## config.mk

```make
export PLATFORM = sky130hd
export DESIGN_NAME = int_mem_port_arbiter
export DESIGN_NICKNAME = d
export VERILOG_FILES = /design/src/rtl/int_mem_pkg.sv /design/src/rtl/int_mem_rr_grant.sv /design/src/rtl/int_mem_port_arbiter.sv
export SDC_FILE = /design/constraint.sdc
export NUM_CORES = 1
export LEC_CHECK = 0
export ABC_AREA = 1
export BUFFER_PORTS_ARGS = -buffer_cell sky130_fd_sc_hd__buf_2
export CORE_AREA = 2 2 243 245
export DETAILED_ROUTE_END_ITERATION = 8
export DIE_AREA = 0 0 245 247
export PLACE_DENSITY = 0.3
export SLEW_MARGIN = 20
export SYNTH_ARGS = -nofsm -noshare
export SYNTH_HDL_FRONTEND = slang
export SYNTH_HIERARCHICAL = 1
export SYNTH_SLANG_ARGS = --single-unit
export TNS_END_PERCENT = 100
```

## constraint.sdc

```tcl
create_clock -name ACLK -period 3.5 [get_ports ACLK]
set_input_delay 0.525 -clock ACLK [delete_from_list [all_inputs] [get_ports ACLK]]
set_output_delay 0.525 -clock ACLK [all_outputs]
set_load 0.01 [all_outputs]
```

## src/rtl/int_mem_pkg.sv

```systemverilog
// int_mem_pkg: owner/response encodings and a width helper shared by the memory port arbiter.
package int_mem_pkg;
   typedef enum logic [1:0] {OWN_NONE = 2'd0, OWN_RD = 2'd1, OWN_WR = 2'd2} owner_t;
   localparam logic RESP_OK  = 1'b0;
   localparam logic RESP_ERR = 1'b1;
   function automatic int clog2(input int v);
      int r;
      r = 0;
      while ((1 << r) < v) r++;
      return r;
   endfunction
endpackage

```

## src/rtl/int_mem_rr_grant.sv

```systemverilog
// int_mem_rr_grant: round-robin read/write grant with burst stickiness of up to LOCK_BEATS beats.
module int_mem_rr_grant
   import int_mem_pkg::*;
#(
   parameter int LOCK_BEATS = 4
) (
   input  logic ACLK,
   input  logic ARESETn,
   input  logic rd_req,
   input  logic wr_req,
   output logic gnt_rd,
   output logic gnt_wr
);
   localparam int CW = clog2(LOCK_BEATS + 1);
   localparam logic [CW-1:0] LOCK = CW'(LOCK_BEATS);
   owner_t owner, owner_n, last_gnt, last_gnt_n;
   logic [CW-1:0] beat_cnt, beat_cnt_n;
   logic prefer_rd;
   always_ff @(posedge ACLK or negedge ARESETn)
      if (!ARESETn) begin
         owner    <= OWN_NONE;
         last_gnt <= OWN_WR;
         beat_cnt <= '0;
      end else begin
         owner    <= owner_n;
         last_gnt <= last_gnt_n;
         beat_cnt <= beat_cnt_n;
      end
   always_comb begin
      owner_n    = gnt_rd ? OWN_RD : gnt_wr ? OWN_WR : OWN_NONE;
      last_gnt_n = owner_n == OWN_NONE ? last_gnt : owner_n;
      beat_cnt_n = owner_n == OWN_NONE ? '0 :
                   owner_n != owner    ? CW'(1) :
                   beat_cnt == LOCK    ? LOCK : beat_cnt + 1'b1;
   end
   // a sole requester always wins; the count just stays saturated
   always_comb begin
      prefer_rd = (owner == OWN_RD && beat_cnt < LOCK) ||
                  (owner == OWN_WR && beat_cnt == LOCK) ||
                  (owner == OWN_NONE && last_gnt == OWN_WR);
      gnt_rd    = rd_req & (~wr_req | prefer_rd);
      gnt_wr    = wr_req & ~gnt_rd;
   end
endmodule

```

## src/rtl/int_mem_port_arbiter.sv

```systemverilog
// int_mem_port_arbiter: shares one single-port SRAM between AXI read and write beats, one beat per cycle,
// decoding the memory window and flagging out-of-range beats as errors without touching the SRAM.
module int_mem_port_arbiter
   import int_mem_pkg::*;
#(
   parameter int          DATA_WIDTH = 128,
   parameter int          MEM_AW     = 12,
   parameter logic [31:0] MEM_BASE   = 32'h0000_0000,
   parameter int          LOCK_BEATS = 4
) (
   input  logic                    ACLK,
   input  logic                    ARESETn,
   input  logic                    RAddrValid,
   output logic                    RAddrReady,
   input  logic [31:0]             RAddrOut,
   output logic [DATA_WIDTH-1:0]   RData,
   output logic                    RResp,
   input  logic                    WAddrValid,
   output logic                    WAddrReady,
   input  logic [31:0]             WAddrOut,
   input  logic [DATA_WIDTH-1:0]   WData,
   input  logic [DATA_WIDTH/8-1:0] WStrb,
   output logic                    WResp,
   output logic                    MemCs,
   output logic                    MemWe,
   output logic [MEM_AW-1:0]       MemAddr,
   output logic [DATA_WIDTH-1:0]   MemWData,
   output logic [DATA_WIDTH/8-1:0] MemBe,
   input  logic [DATA_WIDTH-1:0]   MemRData
);
   localparam int LSB = clog2(DATA_WIDTH / 8);
   localparam int HI  = MEM_AW + LSB;
   logic gnt_rd, gnt_wr, in_range, rd_ok;
   logic [31:LSB] addr;
   logic unused_lsb;
   int_mem_rr_grant #(.LOCK_BEATS(LOCK_BEATS)) u_grant (
      .ACLK   (ACLK),
      .ARESETn(ARESETn),
      .rd_req (RAddrValid),
      .wr_req (WAddrValid),
      .gnt_rd (gnt_rd),
      .gnt_wr (gnt_wr)
   );
   assign unused_lsb = ^{RAddrOut[LSB-1:0], WAddrOut[LSB-1:0]};
   always_comb begin
      addr       = gnt_wr ? WAddrOut[31:LSB] : RAddrOut[31:LSB];
      in_range   = addr[31:HI] == MEM_BASE[31:HI];
      RAddrReady = gnt_rd;
      WAddrReady = gnt_wr;
      MemCs      = (gnt_rd | gnt_wr) & in_range;
      MemWe      = gnt_wr & in_range;
      MemAddr    = MemCs ? addr[HI-1:LSB] : '0;
      MemWData   = WData;
      MemBe      = MemWe ? WStrb : '0;
      RData      = rd_ok ? MemRData : '0;
   end
   // responses only refresh on their own handshake and otherwise hold
   always_ff @(posedge ACLK or negedge ARESETn)
      if (!ARESETn) begin
         rd_ok <= 1'b0;
         RResp <= RESP_OK;
         WResp <= RESP_OK;
      end else begin
         rd_ok <= gnt_rd & in_range;
         if (gnt_rd) RResp <= in_range ? RESP_OK : RESP_ERR;
         if (gnt_wr) WResp <= in_range ? RESP_OK : RESP_ERR;
      end
endmodule

```

==> metrics.yaml, run 1 <==
timing:
  rsz0062_at_grt: "false"
  slew_violations: 0
  post-route-min-period_ns: 3.094
  fin_crit_sh: 0.8839
  setup_viol: 0
  skew_ns: 0.007418
  tns_ns: 0
  final-hold-violation-count: 0
  slew_headroom: 0.7176
  fmax_mhz: 323.3
  worst_slew_pin_slew_ns: 0.4221
floorplanning:
  start_util: 0.05079
  die-area_um2: 60520
  rows: 89
  core-area_um2: 58240
  die_w_um: 245
  ios: 630
  die_h_um: 247
routing:
  avgRoutedWirePerCell_um: 8.961
  viasPerCell: 2.415
  first_pass_iters: 4
  wl_um: 13900
  ant_nets: 0
  vias: 3746
  drc: 0
  drt_iter0_drc: 103
synthesis:
  async_reset_ff_frac: 1.000
  syn_area_per_cell_um2: 5.358
  synth.distinct_cells: 24
  yosys-top-cells-count: "inv_1 (160), nand2_1 (151), buf_4 (128)"
  ys_top_cells_by_area: "buf_4 (32%), inv_1 (20%), nand2_1 (19%)"
  synthesis.area_um2: 2958
  synth_ff_type: "dfrtp_1"
  yosysTopAreaCellShare: 0.3249
  syn_nets: 894
  yosys.area.top_type: "buf_4"
  synth_edf_count: 0
  synth_seq_cells: 10
  seq_area_frac_synth: 0.08503
  synth.most_common_cell: "inv_1"
  ys_warn_count: 6
  syn_inst: 552
setup_path:
  crit_required_ns: 2.97
  worstSetupPathType: "reg2out"
  path_cells: "inv_1, ha_1, nand2_2, nand2_1, nand3_2, o21ai_2, inv_1, buf_4, nand2_1, nor2_1, nand3_1, nand2_2, nand2_2, nor2_2, buf_2"
  crit_arrival_ns: 2.57
  regToRegSetupSlack_ns: 1.33
  crit_buf_inv: 4
  critPathMaxStageDelay_ns: 0.35
  crit_path_end_kind: "output pin"
  worst-path-max-fanout: 17
  start_kind: "register"
  slowest_stage: "dfrtp_1"
  cp_top_family: "simple AND/OR/NAND/NOR gates"
  crit_top_cell: "nand2_2"
global_routing:
  grt_overflow: 0
  grt_max_degree: 61
  antenna_found_initial: 1
  grt_pass1_vias: 3292
  grt.total_usage: 0.03884
  grt_first_pass_wirelength_um: 17860
layout:
  seqCellArea_um2: 255.2
  nets: 1121
  fillers: 6921
  num_antenna_cells: 0
  multi_input_area_um2: 1056
  area.growth.synth_to_final_pct: 63.54
  drive_gt1_frac: 0.5039
place:
  numPortBuffers: 365
  gp_congestion: 0.6701
  dp_hpwl_um: 12250
worst_hold_path:
  hp-class: "in2async"
job:
  cap_violations: 0
cts:
  worstSkewPairLatency_ns: 0.24
  clk_pin_slew_ns: 0.05
  cts_buffers: 3
  cts-htree-levels: 1
  post_cts_buffers: 0
  clkSinkCount: 10
  cts_buffer_depth: 2
  ctsHoldBuffers: 0
  ctsRootBufferMaster: "clkbuf_16"
  cts_tree: "yes"
  cts-resized-gates: 0
power_and_ir_drop:
  irDropWorstVdd_mv: 0.1291
  power_leakage_nw: 3.672
  power_uw: 556.1
  cellPowerDensity_nw_per_um2: 115.0
status:
  outcome: "complete, no violations"
[area by class of cell]
type / instances / area share
well taps: 773 / 0.1999
flip-flops and latches: 10 / 0.05277
clock buffers: 4 / 0.01837
repair buffers: 369 / 0.3864
inverters: 160 / 0.1242
multi-input cells: 235 / 0.2183
[metrics by stage]
stage          hold WS, ns  cell area (um^2)  setup WS [ns]     util  cells
2_1_floorplan       0.2294              2958         0.9709        -    552
3_3_place_gp        0.4227              4748         0.5789  0.08153   1547
3_5_place_dp        0.4234              4748         0.6079  0.08153   1547
4_1_cts             0.1644              4837         0.3414  0.08306   1551
5_1_grt             0.1789              4837         0.1003  0.08306   1551
6_report            0.1595              4837         0.4065  0.08306   1551
[report_power, final]
part	leakage (nW)	total [mW]	switching (mW)	internal, mW
registers	0.117	0.132	0.00566	0.126
clock network	0.0442	0.230	0.0576	0.172
logic	3.51	0.195	0.0861	0.108
total	3.67	0.556	0.149	0.407
[worst paths after layout]
kind | startpoint | end | cells past startpoint
max | u_grant/beat_cnt[0] | MemAddr[10] | 15
max in group asynchronous | ARESETn | u_grant/last_gnt[1] | 1
min in group ACLK | u_grant/last_gnt[1] | u_grant/last_gnt[1] | 2
min | ARESETn | u_grant/beat_cnt[1] | 1
max reg2reg | u_grant/beat_cnt[0] | rd_ok | 13
min reg2reg | u_grant/last_gnt[1] | u_grant/last_gnt[1] | 2
[placed cells by master (no fill, tap or decap), drive strengths merged, types with 2 or more instances in the layout]
cell / count
inv: 160
nand3: 8
dfrtp: 9
nor3: 2
mux2i: 12
buf: 369
nand2: 155
clkbuf: 4
ha: 2
o21ai: 3
nor2: 49
[state kept, by name (all words and copies together) (netlist names)]
register	count
u_grant/beat_cnt	3
u_grant/owner	2
rd_ok	1
u_grant/last_gnt	2
WResp	1
RResp	1
[per-layer routing]
metal,part of all wire,wire length (um),track usage,vias up
met1,0.31,4315,0.03429,1520
met2,0.47,6543,0.06749,355
met3,0.19,2573,0.02768,36
met5,0.00094,13,0,-
met4,0.033,452,0.01668,2
li1,-,-,-,1833
[worst register-to-register path, cell delays in order (launching register included)]
cell and delay [ns]:
dfrtp_1 0.38, inv_1 0.08, ha_1 0.17, nand2_2 0.06, nand2_1 0.07, nand3_2 0.09, o21ai_2 0.19, inv_1 0.11
buf_4 0.24, nand2_1 0.12, nor2_1 0.05, nand3_1 0.12, buf_4 0.27, a21oi_1 0.11
[cells by family after synthesis]
kind of cell	count (synthesis)	share of synthesized area
buf+inv	307	0.5580
compound gates	5	0.01058
fa+ha+maj	2	0.008459
mux	12	0.04061
simple gates	216	0.2974
flops	10	0.08503
(Power assumes the default switching activity.)
==> run 2, diff against run 1 <==
- ABC_AREA: 1 -> unset
- CORE_AREA: 2 2 243 245 -> 2 2 247 249
- DIE_AREA: 0 0 245 247 -> 0 0 249 251
==> run 2 against run 1 <==
Net effect: global-route usage grew 0.86 points; worst hold slack lost 0.0029 ns; via count shrank 5.8%; critical path depth shrank 3; largest power group unchanged; critical endpoint is now MemAddr[0]; sequential cell count is the same; sequential share of layout area grew 0.18 points; clock power is essentially flat; cell count shrank 10%; utilization shrank 0.49 points; die area grew 3.3%.
==> metrics.yaml, run 2 <==
global_routing:
  grt.total_usage: 0.04743  # +0.008588
  grt_overflow: 0  # unchanged
  antenna_found_initial: 3  # +2
  grt_max_degree: 124  # +100%
  grt_first_pass_wirelength_um: 21710  # +22%
  grt_pass1_vias: 3371  # +2.4%
layout:
  multi_input_area_um2: 1431  # +36%
  mostFrequentLayoutCells: "buf_2 (365), and2_1 (144), a22oi_1 (12)"
  reg_top3: "u_grant/beat_cnt (3), u_grant/last_gnt (2), u_grant/owner (2)"
  fillers: 7013  # +1.3%
  fin_cells: 1393  # -10%
  drive_gt1_frac: 0.6492  # +0.1453
  regMostFlops: "u_grant/beat_cnt"
  area.growth.synth_to_final_pct: 68.97
  final_common_cell: "buf_2"
  largest_register_ffs: 3  # unchanged
  nets: 953  # -15%
  seqCellArea_um2: 255.2  # unchanged
timing:
  slew_violations: 0  # unchanged
  final-hold-violation-count: 0  # unchanged
  tns_ns: 0  # unchanged
  setup_viol: 0  # unchanged
  fin_crit_sh: 0.9393  # +0.05539
  slew_headroom: 0.5931  # -0.1245
  post-route-min-period_ns: 3.287  # +0.1939 ns
  fmax_mhz: 304.2  # -5.9%
  skew_ns: 0.0004601  # -0.006958 ns
  rsz0062_at_grt: "false"
  worst_slew_pin_slew_ns: 0.6076  # +0.1855 ns
  setup_ws_ns: 0.2126  # -0.1939 ns
cts:
  cts_tree: "yes"
  ctsHoldBuffers: 0  # unchanged
  cts-htree-levels: 1  # unchanged
  post_cts_buffers: 0  # unchanged
  cts_buffers: 3  # unchanged
  worstSkewPairLatency_ns: 0.24  # about the same
  clk_pin_slew_ns: 0.04  # about the same
  cts_buffer_depth: 2  # unchanged
  ctsRootBufferMaster: "clkbuf_16"
  clkSinkCount: 10  # unchanged
routing:
  first_pass_iters: 4  # unchanged
  drt_iter0_drc: 157  # +52%
  ant_nets: 0  # unchanged
  vias: 3529  # -5.8%
  viasPerCell: 2.533  # +4.9%
  avgRoutedWirePerCell_um: 11.72  # +31%
  wl_um: 16330  # +17%
  drc: 0  # unchanged
worst_hold_path:
  hp-class: "in2async"
setup_path:
  crit_path_end_kind: "output pin"
  worstSetupPathType: "reg2out"
  start_kind: "register"
  crit_start: "u_grant/beat_cnt[0]"
  crit_arrival_ns: 2.76  # +0.19 ns
  r2r_cells: 11  # -2
  worst-path-max-fanout: 15  # -2
  crit_required_ns: 2.97  # about the same
  reg2reg_from: "u_grant/beat_cnt[0]"
  worstReg2RegEnd: "RResp"
  regToRegSetupSlack_ns: 0.95  # -0.38 ns
floorplanning:
  die_w_um: 249  # +1.6%
  rows: 90  # +1.1%
  ios: 630  # unchanged
  core-area_um2: 59790  # +2.7%
  start_util: 0.04626  # -0.004522
  die_h_um: 251  # +1.6%
  die-area_um2: 62500  # +3.3%
synthesis:
  seq_area_frac_synth: 0.09091  # +0.005884
  yosys.area.top_type: "buf_4"
  ys_warn_count: 6  # unchanged
  synth.distinct_cells: 39  # +63%
  synth_ff_type: "dfrtp_1"
  syn_nets: 728  # -19%
  syn_area_per_cell_um2: 7.167  # +34%
  synthesis.area_um2: 2766  # -6.5%
  ys_top_cells_by_area: "buf_4 (35%), and2_1 (33%), dfrtp_1 (8.1%)"
  yosysTopAreaCellShare: 0.3474  # +0.02248
  yosys-top-cells-count: "and2_1 (144), buf_4 (128), clkbuf_1 (16)"
  synth_seq_cells: 10  # unchanged
  async_reset_ff_frac: 1.000  # unchanged
  synth_edf_count: 0  # unchanged
  syn_inst: 386  # -30%
  synth.most_common_cell: "and2_1"
status:
  outcome: "complete, no violations"
place:
  dp_cells: 1387  # -10%
  numPortBuffers: 365  # unchanged
  place_ws_ns: 0.1817  # -0.4262 ns
  gp_congestion: 0.7703  # +15%
  dp_hpwl_um: 14100  # +15%
power_and_ir_drop:
  irDropWorstVdd_mv: 0.1852  # +43%
  cellPowerDensity_nw_per_um2: 118.8  # +3.4%
  power_leakage_nw: 2.489  # -32%
job:
  cap_violations: 0  # unchanged
[run 2: kinds of logic (layout without fill, tap and decap cells)]
family	count (synthesis)	count (layout)	share of synthesized area
AOI/OAI and AO/OA	41	41	0.1095
buffers and inverters	157	381	0.3948
DFF	10	10	0.09091
and+or+nand+nor	176	176	0.3957
adders and majority gates	2	2	0.009044
other	0	1	0
[run 2: report_power, final]
| part | internal (mW) | switching (mW) | total [mW] |
|---|---|---|---|
| clock network | 0.172 | 0.0552 | 0.227 |
| logic | 0.111 | 0.0808 | 0.192 |
| registers | 0.127 | 0.00940 | 0.136 |
[run 2: repair_timing]
item | CTS | global route
setup endpoints to repair | 2 | 7
gates resized for setup | 1 | 2
endpoints found under the hold margin | 0 | 0
pin swaps | 0 | 0
[run 2: worst max-delay path, stage by stage, from the launching register on]
cell	delay [ns]
dfrtp_1	0.39
inv_1	0.07
ha_2	0.22
nand4b_1	0.14
o21ai_0	0.11
a21oi_1	0.09
buf_4	0.18
nor4_2	0.25
nand4_1	0.10
or4_1	0.40
buf_4	0.23
a21oi_2	0.17
buf_2	0.15
[run 2: metrics by stage]
stage	hold slack [ns]	area (um^2)	power, mW	utilization
after floorplan	0.2294	2766	0.3409	-
after global placement	0.4236	4547	0.3297	0.07604
after detailed placement	0.4182	4547	0.3301	0.07604
after CTS	0.1662	4638	0.5653	0.07757
after global routing	0.1699	4674	0.5940	0.07818
final	0.1566	4674	0.5555	0.07818
[run 2: routing by layer]
metal	routed length, um	up-vias	GRT usage
li1	-	1548	-
met1	4174	1481	0.03445
met2	7603	478	0.08035
met3	3805	20	0.04721
met4	654	2	0.02078
met5	88	-	0.01004
[run 2: cell type report]
class	instances	area share
Timing Repair Buffer	372	0.4063
Multi-Input combinational cell	219	0.3062
Tap cell	782	0.2093
Sequential cell	10	0.05460
Clock buffer	4	0.01900
Inverter	5	0.004015
Antenna cell	1	0.0005353
[run 2: worst max path at each step]
stage / slack (ns) / end / cells after the start
2_1_floorplan: 0.62 / MemAddr[10] / 11
6_report: 0.21 / MemAddr[0] / 12
4_1_cts: 0.11 / MemAddr[0] / 12
3_3_place_gp: 0.13 / MemAddr[1] / 9
3_5_place_dp: 0.18 / MemAddr[1] / 9
5_1_grt: 0.01 / MemAddr[0] / 12
==> run 3, diff against run 2 <==
- CORE_AREA: 2 2 247 249 -> 2 2 242 244
- DIE_AREA: 0 0 249 251 -> 0 0 244 246
- SKIP_LAST_GASP: unset -> 1
- SYNTH_HIERARCHICAL: 1 -> unset
- clock period: 3.5 -> 4 ns (I/O delays scaled with it)
==> run 3 against run 2 <==
Net effect: clock power fell by 9.3%; worst setup slack better by 0.81 ns; count of clock-buffer cells in the layout is the same; final area decreased by 2.0%; largest power group unchanged; synthesized cell count grew 0.52%; via count decreased by 1.5%; sequential cell count did not move; cell count down 0.93%; total power decreased by 15%; register-to-register slack gained 1.0 ns.
==> metrics.yaml, run 3 <==
routing:
  wl_um: 19710  # +21%
  first_pass_iters: 4  # unchanged
  drt_iter0_drc: 118  # -25%
  drc: 0  # unchanged
  vias: 3477  # -1.5%
  viasPerCell: 2.520  # -0.55%
  ant_nets: 0  # unchanged
  avgRoutedWirePerCell_um: 14.28  # +22%
power_and_ir_drop:
  p_seq_frac: 0.248  # +0.003
  p_comb_frac: 0.316  # -0.030
  irDropWorstVdd_mv: 0.1156  # -38%
  power_uw: 473.9  # -15%
  power_leakage_nw: 2.483  # -0.23%
  p_clk_frac: 0.435  # +0.026
  p_sw_uw: 122.9  # -16%
  swShare: 0.2593  # -0.002510
  cellPowerDensity_nw_per_um2: 103.4  # -13%
  internal-power_uw: 351.0  # -14%
timing:
  setup_viol: 0  # unchanged
  fmax_mhz: 336.0
  slew_headroom: 0.3488  # -0.2442
  skew_ns: 0.002854  # +0.002394 ns
  tns_ns: 0  # unchanged
  fin_crit_sh: 0.7441
  final-hold-violation-count: 0  # unchanged
  slew_violations: 0  # unchanged
  rsz0062_at_grt: "false"
  post-route-min-period_ns: 2.977
  worst_slew_pin_slew_ns: 0.9767  # +0.3691 ns
cts:
  cts-resized-gates: 0  # -1
  clkSinkCount: 10  # unchanged
  cts-htree-levels: 1  # unchanged
  ctsHoldBuffers: 0  # unchanged
  cts_buffers: 3  # unchanged
  clk_pin_slew_ns: 0.04  # about the same
  cts_buffer_depth: 2  # unchanged
  worstSkewPairLatency_ns: 0.24  # about the same
  ctsRootBufferMaster: "clkbuf_16"
  cts_tree: "yes"
  post_cts_buffers: 0  # unchanged
synthesis:
  async_reset_ff_frac: 1.000  # unchanged
  ys_warn_count: 0  # -6
  yosys-top-cells-count: "and2_1 (144), buf_4 (128), nand2_1 (26)"
  synth.most_common_cell: "and2_1"
  syn_area_per_cell_um2: 7.007  # -2.2%
  synth_seq_cells: 10  # unchanged
  yosysTopAreaCellShare: 0.3534  # +0.006074
  synth.distinct_cells: 33  # -15%
  yosys.area.top_type: "buf_4"
  synth_ff_type: "dfrtp_1"
  syn_inst: 388  # +0.52%
  synthesis.area_um2: 2719  # -1.7%
  seq_area_frac_synth: 0.09250  # +0.001590
  syn_nets: 730  # +0.27%
  ys_top_cells_by_area: "buf_4 (35%), and2_1 (33%), dfrtp_1 (8.3%)"
  synth_edf_count: 0  # unchanged
floorplanning:
  ios: 630  # unchanged
  die-area_um2: 60020  # -4.0%
  rows: 88  # -2.2%
  core-area_um2: 57370  # -4.1%
  start_util: 0.04740  # +0.001131
  die_h_um: 246  # -2.0%
  die_w_um: 244  # -2.0%
setup_path:
  crit_required_ns: 3.40  # +0.43 ns
  crit_path_end_kind: "output pin"
  crit_arrival_ns: 2.38  # -0.38 ns
  worstSetupPathType: "reg2out"
  start_kind: "register"
  worst-path-max-fanout: 19  # +4
  regToRegSetupSlack_ns: 1.98  # +1.03 ns
global_routing:
  grt_max_degree: 129  # +4.0%
  grt_first_pass_wirelength_um: 24110  # +11%
  grt.total_usage: 0.05795  # +0.01051
  grt_overflow: 0  # unchanged
  antenna_found_initial: 2  # -1
  grt_pass1_vias: 3198  # -5.1%
status:
  outcome: "complete, no violations"
layout:
  final_common_cell: "buf_2"
  largest_register_ffs: 3  # unchanged
  mostFrequentLayoutCells: "buf_2 (365), and2_1 (144), nand2_1 (26)"
  area.growth.synth_to_final_pct: 68.52
  final_core_util: 0.07987  # +0.001697
  regMostFlops: "u_grant.beat_cnt"
  drive_gt1_frac: 0.6193  # -0.02990
  reg_top3: "u_grant.beat_cnt (3), u_grant.last_gnt (2), u_grant.owner (2)"
  finish.instance_area_um2: 4582  # -2.0%
  nets: 955  # +0.21%
place:
  dp_hpwl_um: 17240  # +22%
  numPortBuffers: 365  # unchanged
  gp_congestion: 0.6918  # -10%
  placed_area_um2: 4486  # -1.3%
job:
  cap_violations: 0  # unchanged
worst_hold_path:
  hp-class: "in2async"
## run 3: cell types whose count changed after synthesis, moves of 3 or more
cell     delta
nand2_1    +24
a22oi_1    -12
o22ai_1    +12
a21oi_2    -10
a21oi_1     -6
buf_2       -4
inv_1       +4
nor2_1      -4
nor4_1      +3
## run 3: critical path: stages, from the launching register on
cell and delay, ns:
dfrtp_1 0.37, inv_1 0.05, ha_1 0.25, and4b_4 0.22, o41a_4 0.58, nor2b_4 0.34, and2_1 0.18, buf_2 0.12
## run 3: kinds of logic (layout without fill, tap and decap cells)
kind of cell / count (synthesis) / count (layout) / synth area share
AO/OA/AOI/OAI: 24 / 24 / 0.06719
adder cells (fa/ha/maj): 2 / 2 / 0.009202
buffers and inverters: 156 / 380 / 0.3981
other: 0 / 3 / 0
flip-flops: 10 / 10 / 0.09250
AND/OR/NAND/NOR: 196 / 196 / 0.4330
## run 3: layout make-up
class	instances	area [um^2]
tap	765	957.2
sequential	10	252.7
multi-input combinational	222	1396
clock buffer	4	88.84
inverter	8	30.03
timing repair buffer	368	1849
fill	6771	52780
antenna	3	7.507
## run 3: worst paths after layout
path	endpoint	cells after the start	from
max	MemBe[10]	7	u_grant.beat_cnt[0]
min	u_grant.beat_cnt[1]	1	ARESETn
max reg2reg	WResp	6	u_grant.beat_cnt[0]
min reg2reg	u_grant.last_gnt[0]	1	u_grant.last_gnt[0]
max in group asynchronous	u_grant.last_gnt[1]	1	ARESETn
min in group ACLK	u_grant.last_gnt[0]	1	u_grant.last_gnt[0]
## run 3: metrics by stage
stage | hold WS (ns) | std cells | worst slack (ns)
3_3_place_gp | 0.4603 | 1373 | 1.163
4_1_cts | 0.2518 | 1377 | 0.9466
5_1_grt | 0.2648 | 1377 | 0.8363
3_5_place_dp | 0.4772 | 1373 | 1.124
2_1_floorplan | 0.3044 | 388 | 1.609
6_report | 0.2372 | 1380 | 1.023
## run 3: power by group through the flow
| stage | combinational [mW] | sequential, mW | clock [mW] |
|---|---|---|---|
| after global routing | 0.167 | 0.119 | 0.222 |
| after detailed placement | 0.153 | 0.120 | 0 |
| after floorplan | 0.170 | 0.116 | 0 |
| after global placement | 0.154 | 0.119 | 0 |
| after CTS | 0.154 | 0.118 | 0.220 |
| final | 0.150 | 0.118 | 0.206 |
## run 3: layer usage
layer  part of all wire  vias up  GRT usage
met4             0.0082        8   0.006994
met3               0.26       18    0.06765
met5              0.018        -    0.04085
met2               0.39      441    0.07746
met1               0.32     1471    0.05679
li1                   -     1539          -
